`config.mk`:
```
export PLATFORM = sky130hd
export DESIGN_NAME = bit_line_monitor
export DESIGN_NICKNAME = d
export VERILOG_FILES = /design/src/rtl/bit_line_monitor.sv
export SDC_FILE = /design/constraint.sdc
export NUM_CORES = 1
export LEC_CHECK = 0
export CAP_MARGIN = 20
export CORE_MARGIN = 2
export CORE_UTILIZATION = 35
export DETAILED_ROUTE_END_ITERATION = 16
export GPL_ROUTABILITY_DRIVEN = 1
export MAX_ROUTING_LAYER = met4
export SYNTH_ARGS = -nofsm -noshare
export SYNTH_HDL_FRONTEND = slang
export SYNTH_SLANG_ARGS = --single-unit
export TNS_END_PERCENT = 1
```
`constraint.sdc`:
```
create_clock -name clk -period 3 [get_ports clk]
set_input_delay 0.45 -clock clk [delete_from_list [all_inputs] [get_ports clk]]
set_output_delay 0.45 -clock clk [all_outputs]
set_load 0.02 [all_outputs]
```
`src/rtl/bit_line_monitor.sv`:
```
// Single-bit line monitor: edge pulses, saturating toggle/hold counters, stuck and short-hold flags.
// Optional two-flop input synchronizer enabled by defining BIT_LINE_MON_SYNC_EN.
module bit_line_monitor #(
    parameter int CNT_W       = 16,
    parameter int STUCK_LIMIT = 50,
    parameter int MIN_HOLD    = 2
) (
    input  logic             clk,
    input  logic             rst,
    input  logic             enable,
    input  logic             clear_counts,
    input  logic             line_in,
    output logic             change_pulse,
    output logic             rise_pulse,
    output logic             fall_pulse,
    output logic [CNT_W-1:0] toggle_count,
    output logic [CNT_W-1:0] last_hold,
    output logic             stuck,
    output logic             short_hold
);

    typedef enum logic [1:0] {
        ST_IDLE  = 2'd0,
        ST_ARM   = 2'd1,
        ST_TRACK = 2'd2,
        ST_STUCK = 2'd3
    } state_e;

    localparam logic [CNT_W-1:0] CNT_MAX     = '1;
    localparam logic [CNT_W-1:0] CNT_ONE     = CNT_W'(1);
    localparam logic [CNT_W-1:0] STUCK_LIM_C = CNT_W'(STUCK_LIMIT);
    localparam logic [CNT_W-1:0] MIN_HOLD_C  = CNT_W'(MIN_HOLD);

    logic s;

`ifdef BIT_LINE_MON_SYNC_EN
    logic sync1_q, sync2_q;

    always_ff @(posedge clk) begin
        if (rst) begin
            sync1_q <= 1'b0;
            sync2_q <= 1'b0;
        end else begin
            sync1_q <= line_in;
            sync2_q <= sync1_q;
        end
    end

    assign s = sync2_q;
`else
    assign s = line_in;
`endif

    state_e           state_q, state_d;
    logic             prev_q, prev_d;
    logic [CNT_W-1:0] hold_cnt_q, hold_cnt_d;
    logic [CNT_W-1:0] toggle_q, toggle_d;
    logic [CNT_W-1:0] last_hold_q, last_hold_d;
    logic             short_q, short_d;
    logic             change_q, change_d;
    logic             rise_q, rise_d;
    logic             fall_q, fall_d;

    // NOTE: every variable gets its hold value first, so no path through the
    // case statement can leave one unassigned and infer a latch.
    always_comb begin
        state_d     = state_q;
        prev_d      = prev_q;
        hold_cnt_d  = hold_cnt_q;
        toggle_d    = toggle_q;
        last_hold_d = last_hold_q;
        short_d     = short_q;
        change_d    = 1'b0;
        rise_d      = 1'b0;
        fall_d      = 1'b0;

        // Clear is applied before any change evaluation in the same cycle.
        if (clear_counts) begin
            toggle_d = '0;
            short_d  = 1'b0;
        end

        if (!enable) begin
            state_d = ST_IDLE;
        end else begin
            case (state_q)
                ST_IDLE: begin
                    state_d = ST_ARM;
                end
                ST_ARM: begin
                    prev_d     = s;
                    hold_cnt_d = CNT_ONE;
                    state_d    = ST_TRACK;
                end
                ST_TRACK, ST_STUCK: begin
                    if (s != prev_q) begin
                        change_d    = 1'b1;
                        rise_d      = s;
                        fall_d      = ~s;
                        if (toggle_d != CNT_MAX) begin
                            toggle_d = toggle_d + CNT_ONE;
                        end
                        last_hold_d = hold_cnt_q;
                        if (hold_cnt_q < MIN_HOLD_C) begin
                            short_d = 1'b1;
                        end
                        hold_cnt_d  = CNT_ONE;
                        prev_d      = s;
                        state_d     = ST_TRACK;
                    end else begin
                        if (hold_cnt_q != CNT_MAX) begin
                            hold_cnt_d = hold_cnt_q + CNT_ONE;
                        end
                        if (hold_cnt_d >= STUCK_LIM_C) begin
                            state_d = ST_STUCK;
                        end
                    end
                end
                default: begin
                    state_d = ST_IDLE;
                end
            endcase
        end
    end

    // NOTE: state registers use non-blocking assignments so every flop samples
    // the pre-edge values, independent of statement order.
    always_ff @(posedge clk) begin
        if (rst) begin
            state_q     <= ST_IDLE;
            prev_q      <= 1'b0;
            hold_cnt_q  <= '0;
            toggle_q    <= '0;
            last_hold_q <= '0;
            short_q     <= 1'b0;
            change_q    <= 1'b0;
            rise_q      <= 1'b0;
            fall_q      <= 1'b0;
        end else begin
            state_q     <= state_d;
            prev_q      <= prev_d;
            hold_cnt_q  <= hold_cnt_d;
            toggle_q    <= toggle_d;
            last_hold_q <= last_hold_d;
            short_q     <= short_d;
            change_q    <= change_d;
            rise_q      <= rise_d;
            fall_q      <= fall_d;
        end
    end

    assign change_pulse = change_q;
    assign rise_pulse   = rise_q;
    assign fall_pulse   = fall_q;
    assign toggle_count = toggle_q;
    assign last_hold    = last_hold_q;
    assign stuck        = (state_q == ST_STUCK);
    assign short_hold   = short_q;

endmodule

```
Yosys cells after proc, flatten, opt, wreduce, memory -nomap -nowiden

Cells that the tools add are included.

Register bits: 55
Latch bits: 0
RAM bits: 0
ROM bits: 0
Bits of input ports: 5
Output and inout bits: 37
Memories kept: 0

Add/subtract/negate cells: 2
$mul: 0
Divide/modulo/power cells: 0
Order comparisons: 2
Equal/unequal tests: 8
Shifts and indexed selects: 0
Mux-type cells: 22
Bitwise logic cells: 4
Reductions and logical operators: 9

Operators by type and width:

| kind                                                                   | count |
|---|---|
| 16-bit 2-to-1 mux                                                      | 10 |
| 16-bit by 1-bit adder with 16-bit output, second input constant        | 2 |
| 16-bit != test, second input constant                                  | 2 |
| 16-bit case mux with 2 select lines                                    | 1 |
| 16-bit by 6-bit >= comparator with 1-bit output, second input constant | 1 |
| 16-bit by 2-bit < comparator with 1-bit output, second input constant  | 1 |
| 1-bit 2-to-1 mux                                                       | 7 |
| 2-bit case mux with 3 select lines                                     | 1 |
| 3-bit AND reduction                                                    | 2 |
| 2-bit == test, second input constant                                   | 2 |
| 2-bit 2-to-1 mux                                                       | 2 |
| 1-bit inverter                                                         | 4 |
| 2-bit OR reduction                                                     | 2 |
| 4-bit OR reduction                                                     | 1 |
| 3-bit != test, second input constant                                   | 1 |
| 3-bit OR reduction                                                     | 1 |
| 2-bit by 1-bit == test with 1-bit output, second input constant        | 1 |
| 2-bit zero test                                                        | 1 |
| 2-bit != test, second input constant                                   | 1 |
| 1-bit case mux with 2 select lines                                     | 1 |
| 2-bit AND reduction                                                    | 1 |
| 2-bit nonzero test                                                     | 1 |
| 1-bit != test                                                          | 1 |

Depth between registers and ports, before layout

Word-level depth: 9
Gate-level depth with buffers: 9
Depth with buffers taken out: 8

Least setup slack after synthesis

OpenSTA, ideal clock, no wires.

Path kind: input to register
Start point: input clear_counts
End point: register toggle_q[4] (netlist: toggle_count[4])
Setup time: 0.126 ns
Arrival: 2.129 ns
Slack: 0.745 ns
Stages: 9
Path buffers: 1
Cells stage by stage: buf_6 nor2b_1 ha_1 nand4b_4 or4_4 o21a_4 nand4_1 xor2_1 nor2_1

Longest elaborated chain between the ends: 6
Elaborated cells on any way between the ends: 7

Ends and longest elaborated chain:

| item                                                                              | RTL line | text |
|---|---|---|
| start: declaration                                                                | 11       | `input logic clear_counts,` |
| 16-bit 2-to-1 mux *                                                               | 78       | `if (clear_counts) begin` |
| 16-bit by 1-bit adder with 16-bit output / 16-bit != test (equally long branches) | 101, 100 |  |
| 16-bit 2-to-1 mux                                                                 | 100      | `if (toggle_d != CNT_MAX) begin` |
| 16-bit 2-to-1 mux                                                                 | 96       | `if (s != prev_q) begin` |
| 16-bit 2-to-1 mux                                                                 | 86       | `case (state_q)` |
| 16-bit 2-to-1 mux *                                                               | 83       | `if (!enable) begin` |
| end signal: assignment                                                            | 143      | `toggle_q <= toggle_d;` |
| end: declaration                                                                  | 57       | `logic [CNT_W-1:0] toggle_q, toggle_d;` |

Mark *: on every way between the ends. The rest lies on a longest branch, timed or not.
A chain may end at the register's enable or synchronous reset.

Final worst setup path

Start point: input clear_counts
End point: register toggle_q[3] (netlist: toggle_count[3])

Same word-level chain as after synthesis.

==> impl_summary.md <==
Timing
The number of hold violations in the final report is 0. The largest clock skew in the final design is 8.69 ps. The final count of negative-setup-slack endpoints is 0.

The number of pins exceeding their max-slew limit in the final report is 0. In this run the tightest slew margin relative to its limit is 54.8%. The worst path needs 2510 ps of the cycle, external delays included. Setup repair after global routing left no endpoint under its margin. For the pin with the worst max-slew slack, the measured transition is 676 ps.

The final clock period utilization by the worst path is 83.5%. Static timing analysis puts the maximum clock frequency at 0.399 GHz. For the final routed database, the setup TNS stands at 0 ps.

Floorplan
The number of placement rows is 34. The starting utilization of the core area is 35.4%. The count of boundary I/O pins is 42. The area of the die is 9450 sq um. The die span in x is 97.2 um. The die is 97.2 um tall. The total area inside the core boundary comes to 8590 sq um.

Drt
The DRC violations left is 0. The total wirelength of the detailed-routed design is 7.47 mm. The first routing iteration left 116 violations. The detailed-router iteration count before antenna repair is 5. Once detail routing completed, the nets flagged for antenna violations numbered 0. The final routed wire length divided by cell count is 14.8 um.

Detailed routing inserted a total of 2720 vias. The mean number of vias per cell is 5.39.

Logic synthesis
For this run, the number of Yosys warnings is 0. After synthesis the cells add up to 3040 sq um. In this run the biggest area consumer among cell types represents 36.2% of the synthesized area.

The primary flip-flop cell chosen by synthesis mapping is dfxtp_1. The net count of the mapped netlist is 376. After technology mapping, the gate count stands at 369. Yosys mapped a number of flops with a built-in enable equal to 0. Yosys instantiated no cell more often than nand2_1.

After synthesis, the cell types taking the most area are dfxtp_1 36%, nand2_1 7.4%, a21oi_1 5.8%, xnor2_1 4.9%, nor2_1 4.6%. The share of the Yosys chip area taken by registers is 36.2%. The number of register bits inferred by synthesis is 55. The commonest cells after synthesis are 60 x nand2_1, 55 x dfxtp_1, 37 x nor2_1, 35 x a21oi_1, 17 x xnor2_1. The async set-reset flop share out of synthesis is 0%.

The cell type contributing the most total cell area after synthesis is dfxtp_1. Yosys mapped the design onto 52 distinct sky130hd cell types. Dividing the synthesized area by the synthesized cell count gives 8.24 sq um.

Job
Max-cap violations in this run came to 0.

CTS
The cell sitting at the root of the clock tree is a clkbuf_8. The number of buffers added to fix hold violations after cts is 0. The number of gates resized after CTS was 0. The H-tree was split into 2 levels. The latest clock arrival within the worst-skew pair is 310 ps. The clock net sink count is 55. TritonCTS created 5 clock buffers. The count of buffers added by post-CTS timing repair for setup is 0. After clock tree synthesis, the clock-pin slew on the worst setup and hold paths is 100 ps.

The clock passes through at most 2 buffers. TritonCTS built the clock tree.

Global routing
The first-pass GRT wire length is 12.5 mm. The number of antenna violations at the first check in global routing is 0. The overall overflow remaining after global route is 0. The via count of the first global-routing pass came to 2692.

The maximum number of pins on one net before global-route repair is 33. For this run, the total global-route usage over all layers was measured as 16.0%.

Placed design
The congestion estimate from routability-driven global placement came to 0.912. In this run the cell area measured after placement is 3400 sq um. The count of input and output buffers is 41. The half-perimeter wire length of the detailed placement result is 5.32 mm.

Critical path
The number of cells on the worst reg-to-reg path is 6. Data on the critical path is required at its endpoint by 3180 ps. Along the worst path, the maximum fanout reaches 9. The category of the most critical setup path is in2reg. The worst setup path is captured at a register. The startpoint class of the critical path is an input pin. Data on the critical path arrives at its endpoint at 2690 ps.

Layout
Summing all non-filler instances in the final layout gives an area of 3490 sq um. Compared with the post-synthesis result, the final layout area differs by 14.8%. Fill cells in the final layout number 904. The number of antenna diodes in the final layout is 0. After the last flow step, the layout net total stands at 404. The fraction of layout cells with a size suffix above 1 is 9.32%.

Worst hold path
The path type of the worst min-delay path is reg2reg. The worst hold path passes through 2 cells.

Power and ir drop
The leakage power is 1.11 nW. VDD sags by at most 179 uV. The design draws 1.23 mW. The power density of the placed cells is 351 nW/um^2.

Outcome
The flow ran to the end, and the final reports show no timing, DRC or antenna violations.
[routing by layer]
| metal | vias to the layer above | track usage [%] | part of all wire, % |
|---|---|---|---|
| met5 | - | - | 0 |
| met4 | 0 | 3.85 | 1.4 |
| met2 | 78 | 27.9 | 49 |
| met3 | 18 | 2.23 | 4.7 |
| met1 | 1270 | 19.6 | 45 |
| li1 | 1354 | - | - |
[sequential cells by signal, indices dropped and copies added (netlist names)]
signal	flops
hold_cnt_q	16
short_hold	1
prev_q	1
state_q	2
change_pulse	1
last_hold	16
rise_pulse	1
toggle_count	16
fall_pulse	1
[cell families after synthesis]
family | synth area share, %
and+or+nand+nor | 31.4
AOI/OAI and AO/OA | 15.3
DFF | 36.2
buffers and inverters | 9.21
xor gates and xnor gates | 6.62
adders and majority gates | 0.823
muxes | 0.370
[where the power goes]
group / internal (mW) / total [mW] / switching [mW]
clock: 0.187 / 0.432 / 0.246
combinational: 0.0197 / 0.0544 / 0.0347
sequential: 0.733 / 0.739 / 0.00570
total: 0.939 / 1.23 / 0.286
[metrics by stage]
stage          std cells  utilization, %  setup WS (ps)  hold WS, ps
2_1_floorplan        369               -            745          473
3_3_place_gp         498            39.6            215          444
3_5_place_dp         498            39.6            158          449
4_1_cts              505            40.7            496          464
5_1_grt              505            40.7            257          486
6_report             505            40.7            494          459
[cell type report]
| cell class | instances | area [sq um] | share of cell area (%) |
|---|---|---|---|
| Timing Repair Buffer | 51 | 498 | 14.3 |
| Clock buffer | 6 | 82.6 | 2.36 |
| Inverter | 2 | 7.51 | 0.215 |
| Multi-Input combinational cell | 282 | 1660 | 47.5 |
| Tap cell | 108 | 135 | 3.87 |
| Clock inverter | 1 | 8.76 | 0.251 |
| Sequential cell | 55 | 1100 | 31.5 |
[worst paths after layout]
| kind | from | end | slack, ps |
|---|---|---|---|
| worst min-delay path | last_hold[15] | last_hold[15] | 460 |
| worst max-delay path | clear_counts | toggle_count[3] | 490 |
| worst min register to register | last_hold[15] | last_hold[15] | 460 |
| worst max register to register | hold_cnt_q[2] | state_q[0] | 570 |
[worst max-delay path, stage by stage]
cell and delay (ps):
clkdlybuf4s50_1 490, nor2b_1 220, ha_1 260, nand4b_4 140, or4_4 530, o21ai_4 270, nor3_1 110, xnor2_1 160
nor2_1 50
[cells in the final DEF, fill, tap and decap left out, drive strengths merged, types with 2 or more instances in the layout]
master / n
nand3: 16
a311oi: 5
or3: 3
nand3b: 2
a22oi: 2
or4: 3
clkdlybuf4s50: 41
and3: 6
xor2: 6
a211oi: 4
nor4: 10
clkbuf: 6
a21oi: 35
a31oi: 3
nor2b: 8
nand2: 60
nor3: 16
inv: 3
o311ai: 2
nand4: 12
and2: 2
o21a: 2
o21ai: 16
buf: 10
dfxtp: 55
nand2b: 4
xnor2: 17
nor2: 37
o41ai: 2
ha: 2
Note: power is estimated with default switching activity, not from simulation.
